<file path="src/rtl/vga_if.sv">
// VGA raster bus: position counters, sync/blank flags and pixel colour.
// The generator drives it through `out`/`master`; display stages read it through `in`/`slave`.
interface vga_if #(
    parameter int CW   = 11,
    parameter int RGBW = 12
);
    logic [CW-1:0]   hcount;
    logic [CW-1:0]   vcount;
    logic            hsync;
    logic            vsync;
    logic            hblnk;
    logic            vblnk;
    logic [RGBW-1:0] rgb;

    modport out    (output hcount, vcount, hsync, vsync, hblnk, vblnk, rgb);
    modport in     (input  hcount, vcount, hsync, vsync, hblnk, vblnk, rgb);
    modport master (output hcount, vcount, hsync, vsync, hblnk, vblnk, rgb);
    modport slave  (input  hcount, vcount, hsync, vsync, hblnk, vblnk, rgb);
endinterface

</file>
<file path="src/rtl/vga_timing_gen.sv">
// Parametrised VGA raster timing generator with pixel clock-enable,
// line/frame start strobes and a completed-frame counter.
module vga_timing_gen #(
    parameter int H_ACTIVE  = 1024,
    parameter int H_FP      = 24,
    parameter int H_SYNC    = 136,
    parameter int H_BP      = 160,
    parameter int V_ACTIVE  = 768,
    parameter int V_FP      = 3,
    parameter int V_SYNC    = 6,
    parameter int V_BP      = 29,
    parameter bit HSYNC_POL = 1'b0,
    parameter bit VSYNC_POL = 1'b0,
    parameter int CW        = 11,
    parameter int FCW       = 16
) (
    input  logic           clk,
    input  logic           rst,
    input  logic           ce,
    vga_if.out             vga_out,
    output logic           line_start,
    output logic           frame_start,
    output logic [FCW-1:0] frame_cnt
);
    localparam int H_TOTAL = H_ACTIVE + H_FP + H_SYNC + H_BP;
    localparam int V_TOTAL = V_ACTIVE + V_FP + V_SYNC + V_BP;

    if (H_TOTAL > (1 << CW) || V_TOTAL > (1 << CW) ||
        H_ACTIVE == 0 || H_FP == 0 || H_SYNC == 0 || H_BP == 0 ||
        V_ACTIVE == 0 || V_FP == 0 || V_SYNC == 0 || V_BP == 0) begin : g_bad_cfg
        $error("vga_timing_gen: zero timing field or total exceeds 2^CW");
    end

    localparam logic [CW-1:0] H_LAST  = CW'(H_TOTAL - 1);
    localparam logic [CW-1:0] V_LAST  = CW'(V_TOTAL - 1);
    localparam logic [CW-1:0] H_ACT   = CW'(H_ACTIVE);
    localparam logic [CW-1:0] V_ACT   = CW'(V_ACTIVE);
    localparam logic [CW-1:0] HS_BEG  = CW'(H_ACTIVE + H_FP);
    localparam logic [CW-1:0] HS_END  = CW'(H_ACTIVE + H_FP + H_SYNC);
    localparam logic [CW-1:0] VS_BEG  = CW'(V_ACTIVE + V_FP);
    localparam logic [CW-1:0] VS_END  = CW'(V_ACTIVE + V_FP + V_SYNC);

    logic [CW-1:0]  h_q, h_d, v_q, v_d;
    logic           hsync_q, vsync_q, hblnk_q, vblnk_q;
    logic           line_q, frame_q;
    logic [FCW-1:0] fcnt_q;

    always_comb begin
        h_d = h_q + CW'(1);
        v_d = v_q;
        if (h_q == H_LAST) begin
            h_d = '0;
            v_d = (v_q == V_LAST) ? '0 : v_q + CW'(1);
        end
    end

    // Flags are decoded from the next position so they land with the counters.
    always_ff @(posedge clk) begin
        if (rst) begin
            h_q     <= '0;
            v_q     <= '0;
            hblnk_q <= 1'b0;
            vblnk_q <= 1'b0;
            hsync_q <= ~HSYNC_POL;
            vsync_q <= ~VSYNC_POL;
            line_q  <= 1'b0;
            frame_q <= 1'b0;
            fcnt_q  <= '0;
        end else begin
            line_q  <= 1'b0;
            frame_q <= 1'b0;
            if (ce) begin
                h_q     <= h_d;
                v_q     <= v_d;
                hblnk_q <= (h_d >= H_ACT);
                vblnk_q <= (v_d >= V_ACT);
                hsync_q <= (h_d >= HS_BEG && h_d < HS_END) ? HSYNC_POL : ~HSYNC_POL;
                vsync_q <= (v_d >= VS_BEG && v_d < VS_END) ? VSYNC_POL : ~VSYNC_POL;
                line_q  <= (h_d == '0);
                frame_q <= (h_d == '0) && (v_d == '0);
                if (h_d == '0 && v_d == '0) fcnt_q <= fcnt_q + FCW'(1);
            end
        end
    end

    assign vga_out.hcount = h_q;
    assign vga_out.vcount = v_q;
    assign vga_out.hsync  = hsync_q;
    assign vga_out.vsync  = vsync_q;
    assign vga_out.hblnk  = hblnk_q;
    assign vga_out.vblnk  = vblnk_q;
    assign vga_out.rgb    = '0;
    assign line_start     = line_q;
    assign frame_start    = frame_q;
    assign frame_cnt      = fcnt_q;
endmodule

</file>
<file path="src/flat_wrapper.sv">
// flat-port wrapper written by rule: the top's interface ports become plain ports
module vga_timing_gen_flat 
#(
    parameter int H_ACTIVE  = 1024,
    parameter int H_FP      = 24,
    parameter int H_SYNC    = 136,
    parameter int H_BP      = 160,
    parameter int V_ACTIVE  = 768,
    parameter int V_FP      = 3,
    parameter int V_SYNC    = 6,
    parameter int V_BP      = 29,
    parameter bit HSYNC_POL = 1'b0,
    parameter bit VSYNC_POL = 1'b0,
    parameter int CW        = 11,
    parameter int FCW       = 16
)
  (clk, rst, ce, line_start, frame_start, frame_cnt, vga_out_hcount, vga_out_vcount, vga_out_hsync, vga_out_vsync, vga_out_hblnk, vga_out_vblnk, vga_out_rgb);
  vga_if #(.CW(CW)) vga_out_i ();
  input  logic clk;
  input  logic rst;
  input  logic ce;
  output logic line_start;
  output logic frame_start;
  output logic [FCW-1:0] frame_cnt;
  output wire logic [$bits(vga_out_i.hcount)-1:0] vga_out_hcount;
  output wire logic [$bits(vga_out_i.vcount)-1:0] vga_out_vcount;
  output wire logic [$bits(vga_out_i.hsync)-1:0] vga_out_hsync;
  output wire logic [$bits(vga_out_i.vsync)-1:0] vga_out_vsync;
  output wire logic [$bits(vga_out_i.hblnk)-1:0] vga_out_hblnk;
  output wire logic [$bits(vga_out_i.vblnk)-1:0] vga_out_vblnk;
  output wire logic [$bits(vga_out_i.rgb)-1:0] vga_out_rgb;
  assign vga_out_hcount = vga_out_i.hcount;
  assign vga_out_vcount = vga_out_i.vcount;
  assign vga_out_hsync = vga_out_i.hsync;
  assign vga_out_vsync = vga_out_i.vsync;
  assign vga_out_hblnk = vga_out_i.hblnk;
  assign vga_out_vblnk = vga_out_i.vblnk;
  assign vga_out_rgb = vga_out_i.rgb;
  vga_timing_gen #(.H_ACTIVE(H_ACTIVE), .H_FP(H_FP), .H_SYNC(H_SYNC), .H_BP(H_BP), .V_ACTIVE(V_ACTIVE), .V_FP(V_FP), .V_SYNC(V_SYNC), .V_BP(V_BP), .HSYNC_POL(HSYNC_POL), .VSYNC_POL(VSYNC_POL), .CW(CW), .FCW(FCW)) u_core (.clk(clk), .rst(rst), .ce(ce), .vga_out(vga_out_i), .line_start(line_start), .frame_start(frame_start), .frame_cnt(frame_cnt));
endmodule
</file>
<file path="config.mk">
export PLATFORM = sky130hd
export DESIGN_NAME = vga_timing_gen_flat
export DESIGN_NICKNAME = d
export VERILOG_FILES = /design/src/rtl/vga_if.sv /design/src/rtl/vga_timing_gen.sv /design/src/flat_wrapper.sv
export SDC_FILE = /design/constraint.sdc
export NUM_CORES = 1
export LEC_CHECK = 0
export ABC_AREA = 1
export BUFFER_PORTS_ARGS = -buffer_cell sky130_fd_sc_hd__buf_4
export CAP_MARGIN = 20
export CORE_MARGIN = 4
export CORE_UTILIZATION = 40
export CTS_CLUSTER_SIZE = 25
export DETAILED_ROUTE_END_ITERATION = 16
export GPL_TIMING_DRIVEN = 1
export PLACE_DENSITY = 0.69
export SYNTH_ARGS = -nofsm -noshare
export SYNTH_HDL_FRONTEND = slang
export SYNTH_SLANG_ARGS = --single-unit
</file>
<file path="constraint.sdc">
create_clock -name clk -period 2.5 [get_ports clk]
set_input_delay 0.125 -clock clk [delete_from_list [all_inputs] [get_ports clk]]
set_output_delay 0.125 -clock clk [all_outputs]
set_load 0.02 [all_outputs]
</file>
### Yosys cells after proc, flatten, opt, wreduce, memory -nomap -nowiden

Index checks and enable logic that the tools add are counted.
W data, S select, Z words.

* bits of input ports: 3
* word-level logic and storage cells: 33
* register bits: 44

* bitwise gates (word level): 1
* equality and inequality tests: 2
* multiplexer cells: 5
* magnitude comparators: 6
* add/subtract/negate cells: 3
* reduce and logical (&&, ||, !) cells: 7

Operators with widths (count)
* $mux W11: 3
* $add A11 B1 Y11 const B: 2
* $ge A11 B10 Y1 const B: 2
* $ge A11 B11 Y1 const B: 2
* $logic_not A11 Y1: 2
* $add A16 B1 Y16 const B: 1
* $eq A11 B10 Y1 const B: 1
* $eq A11 B11 Y1 const B: 1
* $lt A11 B10 Y1 const B: 1
* $lt A11 B11 Y1 const B: 1
* $logic_and A1 B1 Y1: 3
* $mux W1: 2
* $reduce_and A2 Y1: 1
* $reduce_or A2 Y1: 1
* $not A1 Y1: 1

### Longest topological paths before layout

* word-level depth: 6
* depth in mapped cells: 18

### Least setup slack after synthesis

Ideal clock, no wire load.

* path kind: register -> register
* start: reg u_core.h_q[0], in the netlist u_core.vga_out.hcount[0]
* end: reg u_core.fcnt_q[6], in the netlist u_core.frame_cnt[6]
* period minus slack after synthesis: 2.282 ns
* cell stages (with the launch flop): 17
* arrival time: 2.171 ns
* slack: 0.218 ns
* cell sequence: dfxtp_1 ha_1 nand2_1 nor2_2 nand2_2 nor2_4 buf_6 nand3_2 nand2_1 nand2_1 nor2_2 nand2_2 nor2_4 buf_6 nand3b_1 nand2_1 nor2_2

* longest elaborated chain between the ends: 5
* elaborated cells between the ends (all ways): 8
* those cells by class: add/sub: 1; eq/ne: 1; mux: 2; reduce/logical: 4

Ends and longest elaborated chain
* start: declaration: line vga_timing_gen.sv:43 `logic [CW-1:0] h_q, h_d, v_q, v_d;`
* start signal: assignment: line vga_timing_gen.sv:60 `h_q <= '0;`
* start signal: assignment: line vga_timing_gen.sv:73 `h_q <= h_d;`
* $add A11 B1 Y11 / $eq A11 B11 Y1 (equally long branches): line vga_timing_gen.sv:49, vga_timing_gen.sv:51
* $mux W11: line vga_timing_gen.sv:51 `if (h_q == H_LAST) begin`
* $logic_not A11 Y1: line vga_timing_gen.sv:81 `if (h_d == '0 && v_d == '0) fcnt_q <= fcnt_q + FCW'(1);`
* $logic_and A1 B1 Y1 *: line vga_timing_gen.sv:81
* $reduce_and A2 Y1 (no source line) *
* end signal: assignment: line vga_timing_gen.sv:81
* end: declaration: line vga_timing_gen.sv:46 `logic [FCW-1:0] fcnt_q;`

Every way passes the cells marked *; elsewhere a longest branch is shown, timed or not.
A chain may end at the register's enable or synchronous reset.

### Worst setup path in the final report

* start: reg u_core.h_q[0], in the netlist u_core.vga_out.hcount[0]
* end: reg u_core.fcnt_q[9], in the netlist u_core.frame_cnt[9]

Same word-level chain as after synthesis.

==> metrics <==
critical path's most frequent cell=nand2_1; GRT Util Overall=17.82%; slowest CP cell=dfxtp_1; starting density of the core=41.18%; Initial DRC Count=171; total grt overflow=0; Hold-fix buffers, CTS=0; fmax=449.4 MHz; share of cells above drive strength 1=19.55%; core area=7727 um^2; Worst-Margin Slew=0.5160 ns; antenna viol nets, final=0; die area=9446 um^2; hold path startpoint=rst; Non-Filler Instances=675; Synth Register Bits=44; Sink Count=44; most frequent cells in the layout=140 x nand2_1, 72 x inv_1, 62 x buf_4; Compound-Gate Fraction of Synth Area=9.674%; Unique masters post-synth=32; final worst-path cycle share=89.01%; Num CTS Buffers=5; Top FF cell, synth=dfxtp_1; status=finished, final reports clean; Design Area, Final=3767 um^2; First-pass DRT Iterations=5; pwr/cell area=443.7 nW/um^2; min cycle time layout=2.225 ns; CP startpoint=u_core.vga_out.hcount[0]$_SDFFE_PP0P_; launching point of the worst reg2reg path=u_core.vga_out.hcount[0]$_SDFFE_PP0P_; Static Leakage=0.001848 uW; Clk Latency, worst-skew pair=0.30 ns; CTS tree=yes; hpwl dp=6187 um; worst path bufs/invs=2; worst reg2reg endpoint=u_core.frame_cnt[9]$_SDFFE_PP0P_; num rows=32; Post-Place Cells=659; vias in the first global route=3178; setup violators final=0; CP Capture Type=flip-flop; largest vdd supply drop=0.2688 mV; Hold WC Path Type=in -> reg; XOR/XNOR Fraction of Synth Area=0.5505%; data arrival time of the worst path=2.44 ns; hold path cells=2; worst reg-to-reg path cell count=15; die width=97.19 um; H-Tree Level Count=2; WL/cell=12.42 um; final hold vios=0; n_diodes=0; commonest non-fill, non-tap cell in the layout=nand2_1; final RePlAce weighted congestion=0.9759; worst path required time=2.71 ns; max_cap viols=0; clock skew=0.008589 ns; worst path cell trace=ha_4 -> nand3_2 -> nor2_4 -> nand2_4 -> nand2_1 -> inv_1 -> nor2_1 -> nand2_1 -> nor2_2 -> nand2_2 -> nor2_4 -> buf_4 -> nand4_1 -> nand2_1 -> nor2_1; IO Port Bufs=46; largest family of logic cells by synthesized area=simple AND/OR/NAND/NOR gates; RSZ-0062 raised after global routing=no; routed wire length=8385 um; Ports=59; largest net degree at the start of global routing=37; FF-to-FF setup slack=0.27 ns; vias=3410; syn_area_per_cell=6.095 um^2; PnR worst setup slack=0.2748 ns; vias per cell=5.052; Clock Path Buffers=2; pre-CTS WS=0.02206 ns; Mapped Area=3182 um^2; Seq/Total Area, Yosys=27.68%; Die H=97.19 um; fin util=48.75%; CP Max Fanout=17; Simple-Gate Fraction of Synth Area=43.89%; Post-Synthesis Cells=522; adder-cell share of the synthesized area=1.966%; Slew Limit Fails=0; CP top delay family=simple AND/OR/NAND/NOR gates; layout net count=580; initial antenna violation count=0; mux contribution to synthesized area=0%; CP startpoint kind=flip-flop; DRC=0; FFs w/ async S/R, synth=0%; WHS Endpoint=u_core.vga_out.hcount[10]$_SDFFE_PP0P_; area grow syn2layout=18.40%; Max-slew headroom=65.56%; kind of critical path=reg -> reg; max incr delay on CP=0.39 ns; Root Driver=clkbuf_8; Final TNS setup=0 ns; clock-pin slew on the worst setup and hold paths=0.10 ns; number of flops mapped to enable cells by yosys=0; first-pass GRT wire length=14430 um; Synth warnings=0; dpl cell area=3563 um^2
-- metrics by stage --
step	total power (uW)	hold slack (ns)
after floorplan	1010	0.2812
after global placement	1081	0.4275
after detailed placement	1085	0.4264
after CTS	1671	0.09545
after global routing	1760	0.1010
final	1672	0.1036
-- logic make-up (layout without fill, tap and decap cells) --
group / after synthesis / after routing
and+or+nand+nor: 302 / 303
other: 1 / 12
DFF: 44 / 44
xor gates and xnor gates: 2 / 2
buffers and inverters: 110 / 149
adders and majority gates: 5 / 5
AOI/OAI and AO/OA: 58 / 58
-- registers in the layout, indices dropped and copies added, names as in the netlist --
name,cells
u_core.frame_cnt,16
u_core.vga_out.hcount,11
u_core.vga_out.vcount,11
u_core.frame_start,1
u_core.line_start,1
u_core.vga_out.hblnk,1
u_core.vga_out.hsync,1
u_core.vga_out.vblnk,1
u_core.vga_out.vsync,1
-- synth_stat cells, drive strengths merged (2+ instances only) --
master,instances,area [um^2]
clkbuf,8,30.03
nand3b,2,15.01
a21oi,23,115.1
o21bai,2,15.01
inv,77,289.0
o21ai,27,135.1
dfxtp,44,880.8
nand4,30,187.7
nand2,149,584.3
a31oi,2,12.51
ha,5,62.56
o211ai,2,15.01
nor3,10,55.05
nand3,38,215.2
buf,24,190.2
nor2,73,339.1
-- cell type report --
class	count	area, um^2
inverter	78	292.8
sequential	44	885.9
timing repair buffer	63	485.5
clock inverter	3	46.29
clock buffer	5	68.82
fill	794	3960
tap	102	127.6
multi-input combinational	380	1861
-- power breakdown --
part           total [uW]  internal, uW  switching, uW
Clock                 577           302            275
Combinational         325           112            213
Sequential            770           727           43.2
-- worst max-delay path by stage --
stage	endpoint	slack, ns	cells after the start
floorplan	u_core.frame_cnt[6]$_SDFFE_PP0P_	0.22	16
global placement	u_core.frame_cnt[1]$_SDFFE_PP0P_	0.14	14
detailed placement	u_core.frame_cnt[1]$_SDFFE_PP0P_	0.02	15
CTS	u_core.frame_cnt[9]$_SDFFE_PP0P_	0.04	15
global route	u_core.frame_cnt[14]$_SDFFE_PP0P_	0.01	16
finish	u_core.frame_cnt[9]$_SDFFE_PP0P_	0.27	15
-- layer usage --
metal	wire length, um	GRT usage [%]	part of all wire, %	vias to the layer above
met5	0	0	0	-
met4	138	6.263	1.6	0
met3	592	3.446	7.1	13
met2	3880	29.14	46	116
met1	3775	23.37	45	1542
li1	-	-	-	1739
-- timing repair --
item	in CTS	in global routing
pin swaps	1	3
gates cloned	0	1
endpoints found under the hold margin	0	0
setup endpoints to repair	1	16
gates resized for setup	0	11
setup buffers	4	3
-- worst register-to-register path, stage by stage, from the launching register on --
cell and delay, ns:
dfxtp_1 0.39, ha_4 0.18, nand3_2 0.11, nor2_4 0.20
nand2_4 0.17, nand2_1 0.10, inv_1 0.04, nor2_1 0.12
nand2_1 0.10, nor2_2 0.14, nand2_2 0.11, nor2_4 0.17
buf_4 0.15, nand4_1 0.08, nand2_1 0.07, nor2_1 0.04
Power figures use the tool's default switching activity.
